$ cat config.mk
export PLATFORM = sky130hd
export DESIGN_NAME = mips_mem_bridge
export DESIGN_NICKNAME = d
export VERILOG_FILES = /design/src/rtl/mips_mem_pkg.sv /design/src/rtl/mips_mem_bridge_lane_steer.sv /design/src/rtl/mips_mem_bridge.sv
export SDC_FILE = /design/constraint.sdc
export NUM_CORES = 1
export LEC_CHECK = 0
export ABC_AREA = 1
export CAP_MARGIN = 5
export CELL_PAD_IN_SITES_DETAIL_PLACEMENT = 2
export CELL_PAD_IN_SITES_GLOBAL_PLACEMENT = 2
export CORE_MARGIN = 4
export CORE_UTILIZATION = 27
export CTS_CLUSTER_DIAMETER = 30
export DETAILED_ROUTE_END_ITERATION = 6
export GPL_ROUTABILITY_DRIVEN = 1
export MAX_ROUTING_LAYER = met4
export PLACE_DENSITY = 0.95
export SETUP_SLACK_MARGIN = 0.4
export SLEW_MARGIN = 20
export SYNTH_ARGS = -nofsm -noshare
export SYNTH_HDL_FRONTEND = slang
export SYNTH_HIERARCHICAL = 1
export SYNTH_SLANG_ARGS = --single-unit
$ cat constraint.sdc
create_clock -name CLK -period 2.6 [get_ports CLK]
set_clock_uncertainty 0.2 [all_clocks]
set_input_delay 0.26 -clock CLK [delete_from_list [all_inputs] [get_ports CLK]]
set_output_delay 0.26 -clock CLK [all_outputs]
set_load 0.05 [all_outputs]
$ cat src/rtl/mips_mem_pkg.sv
// Shared encodings for the MIPS memory bridge: access sizes, FSM states and
// the alignment rule used by both the top and the lane steering logic.
package mips_mem_pkg;

    localparam int LANES = 4;

    localparam logic [1:0] SEL_WORD = 2'b00;
    localparam logic [1:0] SEL_HALF = 2'b01;
    localparam logic [1:0] SEL_BYTE = 2'b10;
    localparam logic [1:0] SEL_ILL  = 2'b11;

    localparam logic [1:0] ST_IDLE = 2'd0;
    localparam logic [1:0] ST_BUSY = 2'd1;
    localparam logic [1:0] ST_ERR  = 2'd2;

    // Word accesses need offset 0, halves need an even offset, bytes go anywhere.
    function automatic logic access_illegal(input logic [1:0] sel, input logic [1:0] off);
        logic bad;
        bad = 1'b0;
        case (sel)
            SEL_WORD: bad = (off != 2'b00);
            SEL_HALF: bad = off[0];
            SEL_BYTE: bad = 1'b0;
            default:  bad = 1'b1;
        endcase
        return bad;
    endfunction

endpackage

$ cat src/rtl/mips_mem_bridge_lane_steer.sv
// Combinational byte-lane steering: byte enables and store replication from the
// live core request, load extraction and zero-extension from the captured one.
module mips_lane_steer
    import mips_mem_pkg::*;
#(
    parameter int DATA_WIDTH = 32
) (
    input  logic [1:0]            i_sel,
    input  logic [1:0]            i_off,
    input  logic [DATA_WIDTH-1:0] i_wdata,
    output logic [LANES-1:0]      o_be,
    output logic [DATA_WIDTH-1:0] o_wdata,
    output logic                  o_illegal,
    input  logic [1:0]            i_rsel,
    input  logic [1:0]            i_roff,
    input  logic [DATA_WIDTH-1:0] i_rdata,
    output logic [DATA_WIDTH-1:0] o_rdata
);

    logic [DATA_WIDTH-1:0] w_rshift;

    assign o_illegal = access_illegal(i_sel, i_off);

    always_comb begin
        o_be    = '0;
        o_wdata = i_wdata;
        case (i_sel)
            SEL_WORD: o_be = 4'b1111;
            SEL_HALF: begin
                o_be    = i_off[1] ? 4'b1100 : 4'b0011;
                o_wdata = {2{i_wdata[15:0]}};
            end
            SEL_BYTE: begin
                o_be    = 4'b0001 << i_off;
                o_wdata = {4{i_wdata[7:0]}};
            end
            default: o_be = '0;
        endcase
    end

    // Lane n sits at bits 8n+7:8n, so shifting down by 8*offset right-justifies it.
    assign w_rshift = i_rdata >> {i_roff, 3'b000};

    always_comb begin
        o_rdata = '0;
        case (i_rsel)
            SEL_WORD: o_rdata = i_rdata;
            SEL_HALF: o_rdata = {16'h0000, w_rshift[15:0]};
            SEL_BYTE: o_rdata = {24'h000000, w_rshift[7:0]};
            default:  o_rdata = '0;
        endcase
    end

endmodule

$ cat src/rtl/mips_mem_bridge.sv
// Bridge from the multi-cycle MIPS core strobes to a word-wide req/ack memory,
// with alignment checking, ack timeout and a stall back to the core.
module mips_mem_bridge
    import mips_mem_pkg::*;
#(
    parameter int ADDRESS_WIDTH  = 32,
    parameter int DATA_WIDTH     = 32,
    parameter int TIMEOUT_CYCLES = 16
) (
    input  logic                     CLK,
    input  logic                     RST,
    input  logic [ADDRESS_WIDTH-1:0] CPU_ADDR,
    input  logic                     CPU_WS,
    input  logic                     CPU_OE,
    input  logic [1:0]               RAM_SEL,
    input  logic [DATA_WIDTH-1:0]    CPU_WDATA,
    output logic [DATA_WIDTH-1:0]    CPU_RDATA,
    output logic                     STALL,
    output logic                     ALIGN_ERR,
    output logic                     BUS_ERR,
    output logic                     MEM_REQ,
    output logic                     MEM_WE,
    output logic [ADDRESS_WIDTH-3:0] MEM_ADDR,
    output logic [LANES-1:0]         MEM_BE,
    output logic [DATA_WIDTH-1:0]    MEM_WDATA,
    input  logic                     MEM_ACK,
    input  logic [DATA_WIDTH-1:0]    MEM_RDATA,
    output logic [1:0]               DBG_STATE
);

    localparam logic [7:0] TIMEOUT_LAST = 8'(TIMEOUT_CYCLES - 1);

    logic [1:0]               r_state;
    logic [7:0]               r_cnt;
    logic [1:0]               r_sel;
    logic [1:0]               r_off;
    logic                     r_req;
    logic                     r_we;
    logic [ADDRESS_WIDTH-3:0] r_addr;
    logic [LANES-1:0]         r_be;
    logic [DATA_WIDTH-1:0]    r_wdata;
    logic [DATA_WIDTH-1:0]    r_rdata;
    logic                     r_stall;
    logic                     r_align_err;
    logic                     r_bus_err;

    logic                     w_req;
    logic                     w_illegal;
    logic [LANES-1:0]         w_be;
    logic [DATA_WIDTH-1:0]    w_wdata;
    logic [DATA_WIDTH-1:0]    w_rdata_ext;

    assign w_req = CPU_WS | CPU_OE;

    mips_lane_steer #(
        .DATA_WIDTH (DATA_WIDTH)
    ) u_steer (
        .i_sel     (RAM_SEL),
        .i_off     (CPU_ADDR[1:0]),
        .i_wdata   (CPU_WDATA),
        .o_be      (w_be),
        .o_wdata   (w_wdata),
        .o_illegal (w_illegal),
        .i_rsel    (r_sel),
        .i_roff    (r_off),
        .i_rdata   (MEM_RDATA),
        .o_rdata   (w_rdata_ext)
    );

    always_ff @(posedge CLK or negedge RST) begin
        if (!RST) begin
            r_state     <= ST_IDLE;
            r_cnt       <= '0;
            r_sel       <= SEL_WORD;
            r_off       <= '0;
            r_req       <= 1'b0;
            r_we        <= 1'b0;
            r_addr      <= '0;
            r_be        <= '0;
            r_wdata     <= '0;
            r_rdata     <= '0;
            r_stall     <= 1'b0;
            r_align_err <= 1'b0;
            r_bus_err   <= 1'b0;
        end else begin
            r_align_err <= 1'b0;
            r_bus_err   <= 1'b0;
            case (r_state)
                ST_IDLE: begin
                    if (w_req) begin
                        r_stall <= 1'b1;
                        if (w_illegal) begin
                            r_state     <= ST_ERR;
                            r_align_err <= 1'b1;
                        end else begin
                            // A write strobe wins when both strobes are raised.
                            r_state <= ST_BUSY;
                            r_req   <= 1'b1;
                            r_we    <= CPU_WS;
                            r_addr  <= CPU_ADDR[ADDRESS_WIDTH-1:2];
                            r_be    <= w_be;
                            r_wdata <= w_wdata;
                            r_sel   <= RAM_SEL;
                            r_off   <= CPU_ADDR[1:0];
                            r_cnt   <= '0;
                        end
                    end
                end
                ST_BUSY: begin
                    if (MEM_ACK) begin
                        if (!r_we) begin
                            r_rdata <= w_rdata_ext;
                        end
                        r_req   <= 1'b0;
                        r_stall <= 1'b0;
                        r_state <= ST_IDLE;
                    end else if (r_cnt == TIMEOUT_LAST) begin
                        r_bus_err <= 1'b1;
                        r_req     <= 1'b0;
                        r_stall   <= 1'b0;
                        r_state   <= ST_IDLE;
                    end else begin
                        r_cnt <= r_cnt + 8'd1;
                    end
                end
                ST_ERR: begin
                    r_stall <= 1'b0;
                    r_state <= ST_IDLE;
                end
                default: begin
                    r_stall <= 1'b0;
                    r_req   <= 1'b0;
                    r_state <= ST_IDLE;
                end
            endcase
        end
    end

    assign CPU_RDATA = r_rdata;
    assign STALL     = r_stall;
    assign ALIGN_ERR = r_align_err;
    assign BUS_ERR   = r_bus_err;
    assign MEM_REQ   = r_req;
    assign MEM_WE    = r_we;
    assign MEM_ADDR  = r_addr;
    assign MEM_BE    = r_be;
    assign MEM_WDATA = r_wdata;
    assign DBG_STATE = r_state;

endmodule

==> results by group <==
Worst setup path
  • Crit path to: MEM_ADDR[14]
  • Worst Setup End Kind: primary output
  • Critical Path Stages: 1
  • R2r startpoint: r_off[1]$_DFFE_PN0P_
  • Critical Path Start Type: register
  • Worst Path Buf+Inv: 1
  • Top delay family on crit path: buffers and inverters
  • CP Max Fanout: 2
  • Critical Path Start: MEM_ADDR[14]$_DFFE_PN0P_
  • Flop-to-flop setup slack: between 0.6 and 0.7 ns
  • Worst R2R End: CPU_RDATA[13]$_DFFE_PN0P_
  • Crit Path Category: register to primary output
  • Critical Path RT: 2.14 ns
  • Crit path cell chain: clkdlybuf4s50_1
  • Slowest stage delay, CP: ~0.89 ns
  • Crit-path slowest cell: clkdlybuf4s50_1
  • Critical Path AT: about 1.7 ns
  • Reg2Reg Depth: 8

STA
  • Final setup fails: 0
  • Min Tclk post-route: roughly 2.1 ns
  • FMAX: approximately 470 MHz
  • Max Slew Vio Count: 0
  • Slew @ Worst Pin: 0.638 ns
  • Final Hold Viols: 0
  • Slew HR: 0.575
  • Final Cycle Share: 0.813
  • RSZ-0062 raised after global routing: no
  • Final WS setup: slightly below 0.5 ns

Drt
  • DRT antenna net count: 0
  • Vias/cell: 4.72
  • Routed length per instance: about 19 um
  • DRC viols: 0
  • Total number of vias: ~6400
  • Final WL: roughly 26000 um
  • Starting DRT DRC Count: about 280
  • DRT Pass-1 Iters: 4

Hold path
  • Worst min path class: input pin to register

GRT
  • Total track usage: 0.202
  • Largest net degree at the start of global routing: 57
  • Total global routing overflow: 0
  • First-pass GRT wire length: between 30000 and 40000 um
  • Number of global-route vias before repair: between 7000 and 8000
  • Initial antenna violation count: 0

Finish
  • Area occupied by multi-input gates: around 2500 um2
  • Area added between synthesis and finish: 47.1%
  • Register Area: between 2000 and 3000 um2
  • Layout Nets: approximately 1200
  • Commonest non-fill, non-tap cell in the layout: nand2_1
  • Antenna diodes: 0
  • Fill count: approximately 2600
  • Layout cells sized above 1: 0.0895
  • Most frequent cells in the layout: nand2_1, clkdlybuf4s50_1, inv_1
  • Cell area after layout: roughly 9200 um2

Pwr
  • Leakage dissipation: approximately 4.7 nW
  • Peak supply drop: 682 uV
  • Clock share of power: 0.170
  • P_sw: between 0.006 and 0.007 W
  • Int Power: between 0.006 and 0.007 W
  • Power after layout: approximately 0.013 W
  • Sequential share of power: 0.242
  • Gate power share: 0.589
  • PD cells: between 1000 and 1500 nW/um2
  • Switching share of power: 0.517

Synthesis
  • Mapped Cells: between 800 and 900
  • Netlist Area Pre-Place: 6240 um2
  • Yosys reg bits: around 120
  • Synth area leader: dfrtp_1
  • Mapped Avg Cell Area: around 7.4 um2
  • Leading cell types by total area after synthesis: dfrtp_1, nand2_1, inv_1
  • Top-area cell type share of the netlist area: 0.469
  • Yosys cell types: 31
  • Synth Warn #: 6
  • Register area share after synthesis: 0.469
  • Post-synth net total: roughly 950

Place
  • Post-place instance area: between 8000 and 9000 um2
  • Pre-CTS setup slack: -0.128 ns
  • DPL Wire Length: around 18000 um
  • PortBufs: around 210
  • GP Congestion: roughly 0.87

Clock tree
  • Clock Latency Late Sink: between 0.4 and 0.5 ns
  • Clk slew on worst S/H paths: roughly 0.07 ns
  • Num CTS Buffers: 17
  • CTS tree: built
  • Clock Path Buffers: 2
  • Clock Sinks: between 100 and 150
  • H-tree levels: 4
  • Root buf cell: clkbuf_16

Floorplan
  • Die Height: around 160 um
  • Starting density of the core: 0.275
  • Die area: ~26000 um2
  • Io pins: roughly 210
  • Row Count: 55
  • Core area: 22700 um2
  • DIE WIDTH: approximately 160 um

Outcome
  • Status: completed

Run
  • # Max-Cap Violations: 0
## what timing repair did
action,4_1_cts,5_1_grt
endpoints found under the setup margin,10,71
hold endpoints to repair,42,0
pin swaps,0,1
buffers inserted,0,3
hold buffers,1,0
gates cloned,1,3
resized for setup,3,4
## registers in the layout (all words and copies together), names as in the netlist, 2 cells and up
register and count:
CPU_RDATA 32, MEM_ADDR 30, MEM_BE 4, r_off 2
DBG_STATE 2, r_cnt 8, MEM_WDATA 32, r_sel 2
## stage by stage
step	setup TNS [ns]	util	hold slack, ns	cells
detailed placement	-2.17	0.373	0.128	1307
global placement	0	0.373	0.126	1307
CTS	0	0.399	0.160	1341
finish	0	0.404	0.173	1347
global route	0	0.404	0.197	1347
floorplan	0	-	-0.236	845
## synth_stat cells, drive strengths merged
cell / instances
nand3b: 1
nor3: 1
a31oi: 2
inv: 132
ha: 5
buf: 37
o21ai: 93
or2: 1
nor2: 34
nand4: 1
a21oi: 12
o21bai: 1
nand3: 59
dfrtp: 117
clkbuf: 6
xor2: 2
nand2: 341
## per-layer routing
layer | vias up | part of all wire | track usage
met5 | - | 0 | -
met4 | 0 | 0.015 | 0.0450
met3 | 28 | 0.061 | 0.0635
met2 | 184 | 0.51 | 0.350
met1 | 3168 | 0.41 | 0.230
li1 | 2974 | - | -
## cell families (layout without fill, tap and decap cells)
group                      count (synthesis)  in the layout  synth area share
DFF                                      117            117             0.469
xor gates and xnor gates                   2              2           0.00281
and+or+nand+nor                          438            438             0.286
adders and majority gates                  5              5            0.0100
AOI/OAI and AO/OA                        108            108             0.100
buffers and inverters                    175            392             0.132
## final cells by class
class / count / area share
Tap cell: 285 / 0.0388
Timing Repair Buffer: 228 / 0.257
Sequential cell: 117 / 0.319
Multi-Input combinational cell: 553 / 0.272
Clock buffer: 18 / 0.0478
Inverter: 132 / 0.0543
Clock inverter: 14 / 0.0112
## power groups by stage
| stage | clock network, W | registers (W) | logic, W |
|---|---|---|---|
| finish | 0.00219 | 0.00313 | 0.00762 |
| global route | 0.00234 | 0.00324 | 0.00814 |
| CTS | 0.00224 | 0.00314 | 0.00743 |
| detailed placement | 0 | 0.00315 | 0.00723 |
| global placement | 0 | 0.00311 | 0.00699 |
| floorplan | 0 | 0.00554 | 0.00245 |
## worst min path at each step
stage / start / end / cells past startpoint
2_1_floorplan: RST / ALIGN_ERR$_DFF_PN0_ / 0
3_3_place_gp: RST / CPU_RDATA[17]$_DFFE_PN0P_ / 1
3_5_place_dp: RST / CPU_RDATA[17]$_DFFE_PN0P_ / 1
4_1_cts: CPU_ADDR[5] / MEM_ADDR[3]$_DFFE_PN0P_ / 3
5_1_grt: CPU_ADDR[9] / MEM_ADDR[7]$_DFFE_PN0P_ / 3
6_report: CPU_ADDR[5] / MEM_ADDR[3]$_DFFE_PN0P_ / 3
Note: power is estimated with default switching activity, not from simulation.
==> edit 1: new RTL, same settings <==
Put one more register stage on the output `BUS_ERR`, without a reset. The value now appears one clock later. The other outputs are not delayed to match.
--- a/src/rtl/mips_mem_bridge.sv
+++ b/src/rtl/mips_mem_bridge.sv
@@ -139,7 +139,9 @@
     assign CPU_RDATA = r_rdata;
     assign STALL     = r_stall;
     assign ALIGN_ERR = r_align_err;
-    assign BUS_ERR   = r_bus_err;
+    always_ff @(posedge CLK) begin
+        BUS_ERR <= r_bus_err;
+    end
     assign MEM_REQ   = r_req;
     assign MEM_WE    = r_we;
     assign MEM_ADDR  = r_addr;
Formal check against the unedited RTL: same outputs for any inputs over 4 cycles, from zero or initial values and one cycle with RST low; that may be too few to reach the edited logic, so the function may still have changed.
==> edit 1 against the original RTL <==
- area after synthesis increased by 0.32%
- setup slack improved by 1.4 ps
- sequential cell count increased by 1
- routed wire length decreased by 3.3%
- cell area decreased by 0.33%
- power about the same
- final cell count about the same
- die area increased by 0.31%
- clock power increased by 12%
- critical path type unchanged
- critical endpoint is now MEM_WE
- largest power group unchanged
- highest routed layer unchanged
==> edit 1: results (changes against the original RTL) <==
nets=1156 (was 1157); GRT met3 Usage=6.45% (was 6.35%); 1st-iter DRT viols=277 (was 282); met1 Resource Use GR=22.6% (was 23.0%); cts hold-fix bufs=2 (was 1); vias per cell=4.68 (was 4.72); WL met3=1830 um (was 1580 um); Net Switching=6660 uW (was 6700 uW); largest net degree at the start of global routing=83 (was 57); beginning of the critical path=MEM_WE (was MEM_ADDR[14]); status=completed (unchanged); crit-path max cell delay=830 ps (was 890 ps); ratio of final minimum period to clock period=81.3% (about the same); layout cell share with drive strength beyond 1=8.58% (was 8.95%); Detail Route met2 WL=12900 um (was 13300 um); # resized after CTS=2 (was 3); Distinct cells, synth=32 (was 31); relative slew slack=55.8% (was 57.5%); Max VDD drop=0.681 mV (was 0.682 mV); hold slack final=146 ps (was 173 ps); Total GRT Usage=20.2% (about the same); routed len/inst=18.7 um (was 19.4 um); HP Class=reg -> reg (was in -> reg); M2 GR Usage=35.2% (was 35.0%); Synthesized Nets=954 (was 953); Min-Delay Startpoint=r_bus_err (was CPU_ADDR[5]); top cells by area, synth=dfrtp_1 47%, nand2_1 20%, inv_1 7.5%, o21ai_1 6.0%, nand3_1 4.7% (unchanged)
-- edit 1: layout make-up --
type | instances | area, sq um | share of cell area [%]
tap | 285 | 357 | 3.90
timing repair buffer | 226 | 2260 | 24.7
antenna | 2 | 5.00 | 0.0547
clock buffer | 17 | 425 | 4.65
clock inverter | 15 | 170 | 1.86
inverter | 132 | 498 | 5.44
multi-input combinational | 553 | 2490 | 27.2
sequential | 118 | 2950 | 32.2
-- edit 1: cells by family after synthesis --
kind of cell,after synthesis,share of synthesized area [%]
and+or+nand+nor,438,28.5
buffers and inverters,175,13.2
DFF,118,47.1
AOI/OAI and AO/OA,108,9.98
adders and majority gates,5,1.00
xor gates and xnor gates,2,0.280
-- edit 1: worst paths after layout --
| kind | end | depth (start not counted) |
|---|---|---|
| max | MEM_WE | 1 |
| min | BUS_ERR | 0 |
| max reg2reg | CPU_RDATA[13] | 8 |
| min reg2reg | BUS_ERR | 0 |
| max in group asynchronous | CPU_RDATA[16] | 3 |
| min in group asynchronous | CPU_RDATA[18] | 3 |
-- edit 1: power groups by stage --
stage	combinational, uW	sequential, uW	clock, uW
after global routing	7820	3270	2610
after detailed placement	7300	3180	0
after global placement	7040	3130	0
final	7340	3160	2450
after floorplan	2450	5550	0
after CTS	7370	3180	2500
-- edit 1: stage by stage --
| stage | worst slack (ps) | util, % | instances | total power, uW | area, sq um |
|---|---|---|---|---|---|
| 2_1_floorplan | 726 | - | 846 | 8000 | 6260 |
| 3_3_place_gp | 172 | 37.4 | 1309 | 10200 | 8500 |
| 3_5_place_dp | 34.4 | 37.4 | 1309 | 10500 | 8500 |
| 4_1_cts | 450 | 40.1 | 1343 | 13000 | 9110 |
| 5_1_grt | 376 | 40.3 | 1347 | 13700 | 9150 |
| 6_report | 486 | 40.3 | 1348 | 12900 | 9150 |
==> edit 2: new RTL, same settings <==
Without the edit above. The parameter `TIMEOUT_CYCLES` goes from 16 to 12.
--- a/src/rtl/mips_mem_bridge.sv
+++ b/src/rtl/mips_mem_bridge.sv
@@ -5,7 +5,7 @@
 #(
     parameter int ADDRESS_WIDTH  = 32,
     parameter int DATA_WIDTH     = 32,
-    parameter int TIMEOUT_CYCLES = 16
+    parameter int TIMEOUT_CYCLES = 12
 ) (
     input  logic                     CLK,
     input  logic                     RST,
Behaviour: same outputs for any inputs over 4 cycles, from zero or initial values and one cycle with RST low; that may be too few to reach the edited logic, so the function may still have changed.
==> edit 2 against the original RTL <==
- final cell count increased by 0.45%
- routed wire length grew 0.22%
- sequential cell count unchanged
- count of clock-buffer cells in the layout shrank 1
- area after synthesis is 1.2% lower
- cell area is 0.31% higher
- power up 1.8%
- setup slack lost 120 ps
- largest power group unchanged
==> edit 2: results (changes against the original RTL) <==
status=completed (unchanged); initial antenna violation count=0 (unchanged); DP HPWL=18400 um (was 18300 um); Max VDD drop=0.567 mV (was 0.682 mV); Synthesized Nets=956 (was 953); crit path max-delay cell type=clkdlybuf4s50_1 (unchanged); cell count after synthesis=848 (was 845); worst slack at placement=-142 ps (was -128 ps); hold path depth=3 (unchanged); Placed Instances=1313 (was 1307); Static Leak=0.00471 uW (was 0.00468 uW); M1 WL=11000 um (was 10800 um); Non-Filler Instances=1353 (was 1347); Num CTS Buffers=17 (unchanged); Distinct cells, synth=29 (was 31); vias in the first global route=7079 (was 7298); top cells by area, synth=dfrtp_1 48%, nand2_1 21%, inv_1 7.8%, o21ai_1 6.7%, nand3_1 4.8% (was dfrtp_1 47%, nand2_1 20%, inv_1 7.5%, o21ai_1 6.0%, nand3_1 4.7%); register area share after synthesis=47.5% (was 46.9%); hold slack final=187 ps (was 173 ps); Reg clk slew, reported paths=70 ps (about the same); r2r endpoint=r_cnt[7] (was CPU_RDATA[13]); Worst R2R Start=r_cnt[0] (was r_off[1]); Worst Path Max Fanout=18 (was 2); ratio of final minimum period to clock period=86.0% (was 81.3%); nets=1162 (was 1157); crit-path max cell delay=540 ps (was 890 ps); synth cell count leaders=338 x nand2_1, 128 x inv_1, 117 x dfrtp_1, 82 x o21ai_1, 59 x nand3_1 (was 336 x nand2_1, 125 x inv_1, 117 x dfrtp_1, 75 x o21ai_1, 59 x nand3_1); largest net degree at the start of global routing=77 (was 57); drt pass-1 iters=4 (unchanged); HP Class=in -> reg (unchanged); layout cell share with drive strength beyond 1=8.06% (was 8.95%); relative slew slack=48.7% (was 57.5%); RePlAce Congestion=0.861 (was 0.866); vias=6335 (was 6354); first-pass GRT wire length=39000 um (was 39900 um); Total GRT Usage=19.8% (was 20.2%); Detail Route met2 WL=13400 um (was 13300 um); Reg2Reg Setup Slack=650 ps (was 610 ps); 1st-iter DRT viols=267 (was 282); critical path endpoint=MEM_WE (was MEM_ADDR[14]); DR top layer=met4 (unchanged); Synthesis Warnings=6 (unchanged); Net Sw Frac=51.2% (was 51.7%); Area after DPL=8470 sq um (about the same); beginning of the critical path=RAM_SEL[1] (was MEM_ADDR[14]); WL met3=1170 um (was 1580 um); CP Class=in -> reg (was reg -> out); number of port buffers=207 (unchanged); WL final=26200 um (was 26100 um); M2 GR Usage=34.3% (was 35.0%); crit path DAT=2340 ps (was 1660 ps); ys async rst share=100% (unchanged); GRT met3 Usage=4.37% (was 6.35%); met1 Resource Use GR=23.5% (was 23.0%); TNS Setup=0 ps (unchanged); worst r2r path cells=6 (was 8)
[edit 2: final cells by class]
class	count	area, sq um
Tap cell	285	357
Multi-Input combinational cell	553	2450
Sequential cell	117	2930
Clock inverter	15	185
Clock buffer	17	425
Fill cell	2566	13400
Timing Repair Buffer	230	2350
Antenna cell	1	2.50
Inverter	135	509
[edit 2: cells by family (layout without fill, tap and decap cells)]
group | count (synthesis) | after routing | synth area share, %
xor+xnor | 2 | 2 | 0.284
flops | 117 | 117 | 47.5
simple gates | 438 | 438 | 28.7
buf+inv | 178 | 397 | 13.0
compound gates | 108 | 108 | 9.50
fa+ha+maj | 5 | 5 | 1.02
other cells | 0 | 1 | 0
[edit 2: critical path, delay by kind of cell]
| family | cells | cell delay [ps] |
|---|---|---|
| buf+inv | 4 | 1000 |
| compound gates | 3 | 530 |
| fa+ha+maj | 1 | 260 |
| simple gates | 2 | 280 |
[edit 2: what timing repair did]
action,CTS,global route
setup buffers,0,4
pin swaps,0,2
endpoints found under the hold margin,43,0
resized for setup,3,5
hold buffers,1,0
gates cloned,0,2
setup endpoints to repair,7,67
[edit 2: how the worst min path moves through the flow]
| stage | startpoint | to |
|---|---|---|
| floorplan | RST | ALIGN_ERR |
| CTS | CPU_ADDR[27] | MEM_ADDR[25] |
| finish | CPU_ADDR[5] | MEM_ADDR[3] |
| global route | CPU_ADDR[8] | MEM_ADDR[6] |
| global placement | RST | CPU_RDATA[13] |
| detailed placement | RST | CPU_RDATA[17] |
[edit 2: power by group through the flow]
| stage | clock (uW) | combinational [uW] | sequential (uW) |
|---|---|---|---|
| after floorplan | 0 | 2310 | 5540 |
| after global placement | 0 | 7020 | 3110 |
| after detailed placement | 0 | 7290 | 3150 |
| after CTS | 2530 | 7320 | 3150 |
| after global routing | 2630 | 8040 | 3260 |
| final | 2490 | 7530 | 3160 |
